## config.mk

```make
export PLATFORM = sky130hd
export DESIGN_NAME = delta_tile_sequencer
export DESIGN_NICKNAME = d
export VERILOG_FILES = /design/src/rtl/delta_tile_sequencer.sv
export SDC_FILE = /design/constraint.sdc
export NUM_CORES = 1
export LEC_CHECK = 0
export BUFFER_PORTS_ARGS = -buffer_cell sky130_fd_sc_hd__buf_2
export CAP_MARGIN = 20
export CELL_PAD_IN_SITES_DETAIL_PLACEMENT = 1
export CELL_PAD_IN_SITES_GLOBAL_PLACEMENT = 1
export CORE_MARGIN = 2
export CORE_UTILIZATION = 35
export CTS_CLUSTER_DIAMETER = 120
export DETAILED_ROUTE_END_ITERATION = 16
export HOLD_SLACK_MARGIN = 0.08
export PLACE_DENSITY_LB_ADDON = 0.12
export SLEW_MARGIN = 20
export SYNTH_ARGS = -nofsm -noshare
export SYNTH_HDL_FRONTEND = slang
export SYNTH_SLANG_ARGS = --single-unit
```

## constraint.sdc

```tcl
create_clock -name clock -period 3.08 [get_ports clock]
set_input_delay 0 -clock clock [delete_from_list [all_inputs] [get_ports clock]]
set_output_delay 0 -clock clock [all_outputs]
set_load 0.1 [all_outputs]
```

## src/rtl/delta_tile_sequencer.sv

```systemverilog
// delta_tile_sequencer: walks one convolution layer tile by tile.
// Loop order, innermost to outermost: input-channel tiles, output columns,
// output rows, output-channel tiles. Each tile launches the bias/input/compute
// phases on external engines, and output buffers are flushed after the last
// input-channel tile of each output tile.
//
// Handshakes (both follow request/acknowledge semantics):
//   start/ack  : start is sampled only in IDLE. ack pulses for one cycle when
//                the layer is accepted. The channel counts, size and enables
//                are captured in that same edge, so later changes are ignored.
//   phase_start/phase_done : phase_start pulses in the first cycle of a phase.
//                The matching phase_done bit is honoured only from the second
//                cycle on. A done bit seen in the start cycle is dropped.
module delta_tile_sequencer #(
  parameter int PU_NUM = 4,
  parameter int PU_OC  = 8,
  parameter int IN_CH  = 8,
  parameter int OUT_H  = 8,
  parameter int OUT_W  = 8,
  parameter int CH_W   = 10,
  parameter int SZ_W   = 8
) (
  input  logic                                   clock,
  input  logic                                   reset,
  input  logic                                   start,
  output logic                                   ack,
  output logic                                   done,
  output logic                                   busy,
  input  logic [CH_W-1:0]                        ic_num,
  input  logic [CH_W-1:0]                        oc_num,
  input  logic [SZ_W-1:0]                        orc_size,
  input  logic                                   load_input,
  input  logic                                   store_output,
  output logic [5:0]                             phase_start,
  input  logic [5:0]                             phase_done,
  output logic                                   finish_cycle,
  output logic [1:0]                             dram_sel,
  output logic [$clog2(IN_CH):0]                 pu_ic_num,
  output logic [PU_NUM*($clog2(PU_OC)+1)-1:0]    pu_oc_num,
  output logic [PU_NUM-1:0]                      pu_active,
  output logic [CH_W-1:0]                        tile_i_ch,
  output logic [CH_W-1:0]                        tile_o_ch,
  output logic [SZ_W-1:0]                        tile_o_r,
  output logic [SZ_W-1:0]                        tile_o_c,
  output logic [$clog2((OUT_H > OUT_W) ? OUT_H : OUT_W):0] tile_rows,
  output logic [$clog2((OUT_H > OUT_W) ? OUT_H : OUT_W):0] tile_cols,
  output logic [3:0]                             dbg_state_o
);

  localparam int PIW = $clog2(IN_CH) + 1;
  localparam int POW = $clog2(PU_OC) + 1;
  localparam int DW  = $clog2((OUT_H > OUT_W) ? OUT_H : OUT_W) + 1;
  localparam int EW  = CH_W + 8;  // headroom for tile_o_ch + p*PU_OC

  localparam int PH_INLD = 0;
  localparam int PH_BIAS = 1;
  localparam int PH_IBUF = 2;
  localparam int PH_COMP = 3;
  localparam int PH_OBUF = 4;
  localparam int PH_OST  = 5;

  // The encoding is visible on dbg_state_o; IDLE is 0.
  typedef enum logic [3:0] {
    S_IDLE = 4'd0, S_ACK = 4'd1, S_INLD = 4'd2, S_CHECK = 4'd3,
    S_BIAS = 4'd4, S_IBUF = 4'd5, S_COMP = 4'd6, S_FIN = 4'd7,
    S_OBUF = 4'd8, S_ADV = 4'd9, S_OST = 4'd10, S_DONE = 4'd11
  } state_t;

  state_t          state_q, state_d;
  logic            first_q;
  logic [CH_W-1:0] ic_q, oc_q;
  logic [SZ_W-1:0] orc_q;
  logic            load_q, store_q;
  logic [CH_W-1:0] tile_i_ch_q, tile_o_ch_q;
  logic [SZ_W-1:0] tile_o_r_q, tile_o_c_q;
  logic            last_q;

  // Candidate next index per loop level and whether that level wraps.
  logic [CH_W:0] ich_nxt, och_nxt;
  logic [SZ_W:0] or_nxt, oc_nxt;
  logic          ich_last, och_last, or_last, col_last, all_done;

  assign ich_nxt  = {1'b0, tile_i_ch_q} + (CH_W+1)'(IN_CH);
  assign och_nxt  = {1'b0, tile_o_ch_q} + (CH_W+1)'(PU_NUM * PU_OC);
  assign or_nxt   = {1'b0, tile_o_r_q} + (SZ_W+1)'(OUT_H);
  assign oc_nxt   = {1'b0, tile_o_c_q} + (SZ_W+1)'(OUT_W);
  assign ich_last = ich_nxt >= {1'b0, ic_q};
  assign och_last = och_nxt >= {1'b0, oc_q};
  assign or_last  = or_nxt >= {1'b0, orc_q};
  assign col_last = oc_nxt >= {1'b0, orc_q};
  assign all_done = last_q || (ic_q == '0) || (oc_q == '0) || (orc_q == '0);

  // State register; first_q marks the first cycle spent in a newly entered state.
  always_ff @(posedge clock) begin
    if (reset) begin
      state_q <= S_IDLE;
      first_q <= 1'b0;
    end else begin
      state_q <= state_d;
      first_q <= (state_d != state_q);
    end
  end

  // Next-state decode and phase_start pulses (from registered state only).
  always_comb begin
    state_d     = state_q;
    phase_start = 6'b0;
    case (state_q)
      S_IDLE:  if (start) state_d = S_ACK;
      S_ACK:   state_d = load_q ? S_INLD : S_CHECK;
      S_INLD: begin
        phase_start[PH_INLD] = first_q;
        if (!first_q && phase_done[PH_INLD]) state_d = S_CHECK;
      end
      S_CHECK: begin
        if (all_done) state_d = store_q ? S_OST : S_DONE;
        else          state_d = (tile_i_ch_q == '0) ? S_BIAS : S_IBUF;
      end
      S_BIAS: begin
        phase_start[PH_BIAS] = first_q;
        if (!first_q && phase_done[PH_BIAS]) state_d = S_IBUF;
      end
      S_IBUF: begin
        phase_start[PH_IBUF] = first_q;
        if (!first_q && phase_done[PH_IBUF]) state_d = S_COMP;
      end
      S_COMP: begin
        phase_start[PH_COMP] = first_q;
        if (!first_q && phase_done[PH_COMP]) state_d = S_FIN;
      end
      S_FIN:   state_d = ich_last ? S_OBUF : S_ADV;
      S_OBUF: begin
        phase_start[PH_OBUF] = first_q;
        if (!first_q && phase_done[PH_OBUF]) state_d = S_ADV;
      end
      S_ADV:   state_d = S_CHECK;
      S_OST: begin
        phase_start[PH_OST] = first_q;
        if (!first_q && phase_done[PH_OST]) state_d = S_DONE;
      end
      S_DONE:  state_d = S_IDLE;
      default: state_d = S_IDLE;
    endcase
  end

  // Layer configuration capture and tile index walk.
  always_ff @(posedge clock) begin
    if (reset) begin
      ic_q        <= '0;
      oc_q        <= '0;
      orc_q       <= '0;
      load_q      <= 1'b0;
      store_q     <= 1'b0;
      tile_i_ch_q <= '0;
      tile_o_ch_q <= '0;
      tile_o_r_q  <= '0;
      tile_o_c_q  <= '0;
      last_q      <= 1'b0;
    end else begin
      if (state_q == S_IDLE && start) begin
        ic_q    <= ic_num;
        oc_q    <= oc_num;
        orc_q   <= orc_size;
        load_q  <= load_input;
        store_q <= store_output;
      end
      if (state_q == S_ADV) begin
        if (!ich_last) tile_i_ch_q <= ich_nxt[CH_W-1:0];
        else begin
          tile_i_ch_q <= '0;
          if (!col_last) tile_o_c_q <= oc_nxt[SZ_W-1:0];
          else begin
            tile_o_c_q <= '0;
            if (!or_last) tile_o_r_q <= or_nxt[SZ_W-1:0];
            else begin
              tile_o_r_q <= '0;
              if (!och_last) tile_o_ch_q <= och_nxt[CH_W-1:0];
              else begin
                tile_o_ch_q <= '0;
                last_q      <= 1'b1;
              end
            end
          end
        end
      end
      if (state_q == S_DONE) begin
        tile_i_ch_q <= '0;
        tile_o_ch_q <= '0;
        tile_o_r_q  <= '0;
        tile_o_c_q  <= '0;
        last_q      <= 1'b0;
      end
    end
  end

  // Per-tile extents: clamped remainders, never underflowing below zero.
  always_comb begin
    logic [CH_W-1:0] ic_rem;
    logic [SZ_W-1:0] r_rem, c_rem;
    logic [EW-1:0]   oc_base, oc_ext, oc_rem;
    ic_rem    = ic_q - tile_i_ch_q;
    r_rem     = orc_q - tile_o_r_q;
    c_rem     = orc_q - tile_o_c_q;
    oc_ext    = {8'b0, oc_q};
    oc_base   = '0;
    oc_rem    = '0;
    pu_ic_num = '0;
    pu_oc_num = '0;
    pu_active = '0;
    tile_rows = '0;
    tile_cols = '0;
    if (ic_q > tile_i_ch_q)
      pu_ic_num = (ic_rem >= CH_W'(IN_CH)) ? PIW'(IN_CH) : ic_rem[PIW-1:0];
    if (orc_q > tile_o_r_q)
      tile_rows = (r_rem >= SZ_W'(OUT_H)) ? DW'(OUT_H) : r_rem[DW-1:0];
    if (orc_q > tile_o_c_q)
      tile_cols = (c_rem >= SZ_W'(OUT_W)) ? DW'(OUT_W) : c_rem[DW-1:0];
    for (int p = 0; p < PU_NUM; p++) begin
      oc_base = {8'b0, tile_o_ch_q} + EW'(p * PU_OC);
      if (oc_ext > oc_base) begin
        oc_rem = oc_ext - oc_base;
        pu_oc_num[p*POW +: POW] = (oc_rem >= EW'(PU_OC)) ? POW'(PU_OC) : oc_rem[POW-1:0];
        pu_active[p] = 1'b1;
      end
    end
  end

  // DRAM owner decoded from the current state.
  always_comb begin
    dram_sel = 2'd0;
    case (state_q)
      S_OBUF, S_OST: dram_sel = 2'd1;
      S_BIAS:        dram_sel = 2'd2;
      S_COMP, S_FIN: dram_sel = 2'd3;
      default:       dram_sel = 2'd0;
    endcase
  end

  assign ack          = (state_q == S_ACK);
  assign done         = (state_q == S_DONE);
  assign busy         = (state_q != S_IDLE);
  assign finish_cycle = (state_q == S_FIN);
  assign tile_i_ch    = tile_i_ch_q;
  assign tile_o_ch    = tile_o_ch_q;
  assign tile_o_r     = tile_o_r_q;
  assign tile_o_c     = tile_o_c_q;
  assign dbg_state_o  = state_q;

endmodule

```

==> impl_results.md <==
- Max-slew violation count: 0
- VDD IR-drop max: 0.000761 V
- Vias in the first global route: 5929
- Post-Syn Area: 5330 um^2
- Via density: 5.25
- Post-Layout Inst Area: 7250 um^2
- Worst-path clk slew: 0.06 ns
- # port buffers: 108
- TritonCTS buffer count: 9
- PwrDens: 884 nW/um^2
- Final setup fails: 0
- Worst hold path class: in2reg
- Post-synth top flop: dfxtp_1
- Die width: 127 um
- Gpl congestion: 0.838
- Global route total overflow: 0
- Die Ht: 127 um
- First-pass GRT wire length: 29500 um
- RSZ-0062 raised after global routing: false
- Cell taking the most area after synthesis: dfxtp_1
- Final Util: 48.2%
- WHS: 0.444 ns
- Critical path type: reg2out
- Max FO, Critical Path: 4
- Pleak: 3.11 nW
- Post-layout min period: 2.93 ns
- Routed Antenna Nets: 0
- Total track usage: 22.4%
- Placed Area: 6430 um^2
- Synth top area share: 21.8%
- Initial core utilization: 35.5%
- Clock buffer depth: 2
- Fin cells: 1090
- Pre-antenna DRT Iters: 4
- Max Fclk: 342 MHz
- Share of cells above drive strength 1: 24.7%
- CP arrival: 2.93 ns
- Initial antenna violation count: 0
- Largest net degree at the start of global routing: 31
- Row count: 45
- Post-synthesis cell count: 743
- Vias: 5726
- Slew @ Worst Pin: 0.934 ns
- CTS tree: yes
- Hpwl dp: 13800 um
- Top post-synthesis cells by area: dfxtp_1 (22%), ha_1 (14%), nand2_1 (7.0%)
- Clock sinks: 58
- Die footprint: 16200 um^2
- Synth async-reset ratio: 0%
- Slew Limit Headroom: 37.3%
- Antenna Cells: 0
- Routed WL per cell: 16.5 um
- Post-synthesis sequential area ratio: 21.8%
- Post-synthesis average cell area: 7.18 um^2
- Max Cap Viol: 0
- Place WS: 0.0918 ns
- Seq cells post-synth: 58
- Final setup margin: 0.153 ns
- CP endpoint kind: output port
- DP Cell Count: 1033
- Syn-to-layout area delta: 36.0%
- Status: finished clean
- Final hold vios: 0
- # DRC: 0
- Clk_lat worst skew: 0.35 ns
- Req. time, crit path: 3.08 ns
- DR iter-0 viols: 212
- Post-synth EDFFs: 0
- Root Buffer: clkbuf_16
- Final wirelength: 18000 um
- Clk_skew: 0.00770 ns
- Warnings from Yosys: 0
- H-tree Lvls: 3
- I/O pins: 123
- Critical Path Source Type: register
- Core ar.: 15000 um^2
- Nets: 996
- Period utilization: 95.0%
- Distinct cells, synth: 63
[final cells by class]
class,instances,area [um^2]
repair buffers,162,1170
fillers,1889,7780
clock inverters,6,66.3
inverters,65,248
flip-flops and latches,58,1200
clock buffers,10,239
well taps,188,235
multi-input cells,601,4100
[flip-flops by register name, indices dropped and copies added, names as in the netlist, 4 cells and up]
signal	count
tile_o_c	5
ic_q	10
dbg_state_o	4
orc_q	8
tile_o_r	5
oc_q	10
tile_o_ch	5
tile_i_ch	7
[placed cells by master, fill, tap and decap left out, types with 7 or more instances in the layout]
| master | instances |
|---|---|
| xor2_1 | 11 |
| o21ai_0 | 27 |
| dlygate4sd3_1 | 36 |
| xnor2_1 | 27 |
| a31oi_1 | 7 |
| nor2_1 | 65 |
| nor2b_1 | 9 |
| inv_1 | 63 |
| conb_1 | 20 |
| nand3_1 | 17 |
| nor4_1 | 13 |
| ha_1 | 57 |
| mux2i_1 | 7 |
| nor3_1 | 11 |
| dfxtp_2 | 11 |
| nand2b_1 | 16 |
| buf_2 | 90 |
| clkbuf_16 | 9 |
| nand4_1 | 9 |
| o21bai_1 | 7 |
| a21o_1 | 9 |
| dfxtp_1 | 41 |
| a21oi_1 | 70 |
| nand2_1 | 100 |
| buf_4 | 22 |
[cell families after synthesis]
family	Yosys count	share of synthesized area (%)
simple gates	309	28.6
compound gates	165	19.3
buf+inv	102	8.19
fa+ha+maj	60	14.1
flops	58	21.8
xor+xnor	38	6.24
mux	9	1.74
other cells	2	0.141
[cell usage after synthesis (all sizes together), types with 4 or more instances]
cell type    n
nor2        71
nand2b      16
clkbuf      21
nor2b       17
nor3b        5
a21oi       74
xnor2       27
and2         8
mux2i        7
o21bai       7
buf         16
and3         9
nand2      101
o211ai       7
nand4        9
a31oi        7
dfxtp       58
nor4        17
nor3        21
ha          60
a21o         9
o21ai       29
or3          4
inv         65
xor2        11
nand3       18
o31ai        4
[worst max-delay path, cell delays in order, from the launching register on]
cell and delay, ns:
dfxtp_1 0.39, inv_1 0.07, ha_1 0.34, inv_1 0.08, o21ai_0 0.18, a21oi_1 0.12
o31ai_1 0.21, a22oi_1 0.12, or4_4 0.60, nor2b_2 0.18, buf_2 0.28
[path summary, 6_finish.rpt]
path / start / to / slack [ns] / depth (start not counted)
min: ic_num[8] / ic_q[8] / 0.44 / 4
max: ic_q[3] / pu_ic_num[3] / 0.15 / 10
min reg2reg: store_q / store_q / 0.47 / 2
max reg2reg: tile_i_ch[3] / tile_o_ch[8] / 0.19 / 11
[metal layers]
| metal | track usage, % | wire [um] | vias up |
|---|---|---|---|
| li1 | - | - | 2855 |
| met1 | 28.6 | 8140 | 2719 |
| met2 | 38.8 | 8770 | 128 |
| met3 | 4.31 | 779 | 24 |
| met4 | 5.88 | 280 | 0 |
| met5 | 0 | 0 | - |
[power breakdown]
part	internal, mW	switching, mW
Clock	0.647	0.392
Combinational	1.24	3.10
Sequential	0.852	0.187
[stage by stage]
step | TNS [ns] | total power, mW
after global routing | 0 | 6.79
after floorplan | -2.55 | 4.44
after detailed placement | 0 | 5.23
final | 0 | 6.41
after global placement | 0 | 5.13
after CTS | 0 | 6.36
[timing repair]
action / in CTS / in global routing
endpoints found under the setup margin: 11 / 22
hold buffers: 36 / 0
setup buffers: 0 / 5
gates resized for setup: 10 / 26
pin swaps: 1 / 5
hold endpoints to repair: 35 / 0
Power figures use the tool's default switching activity.
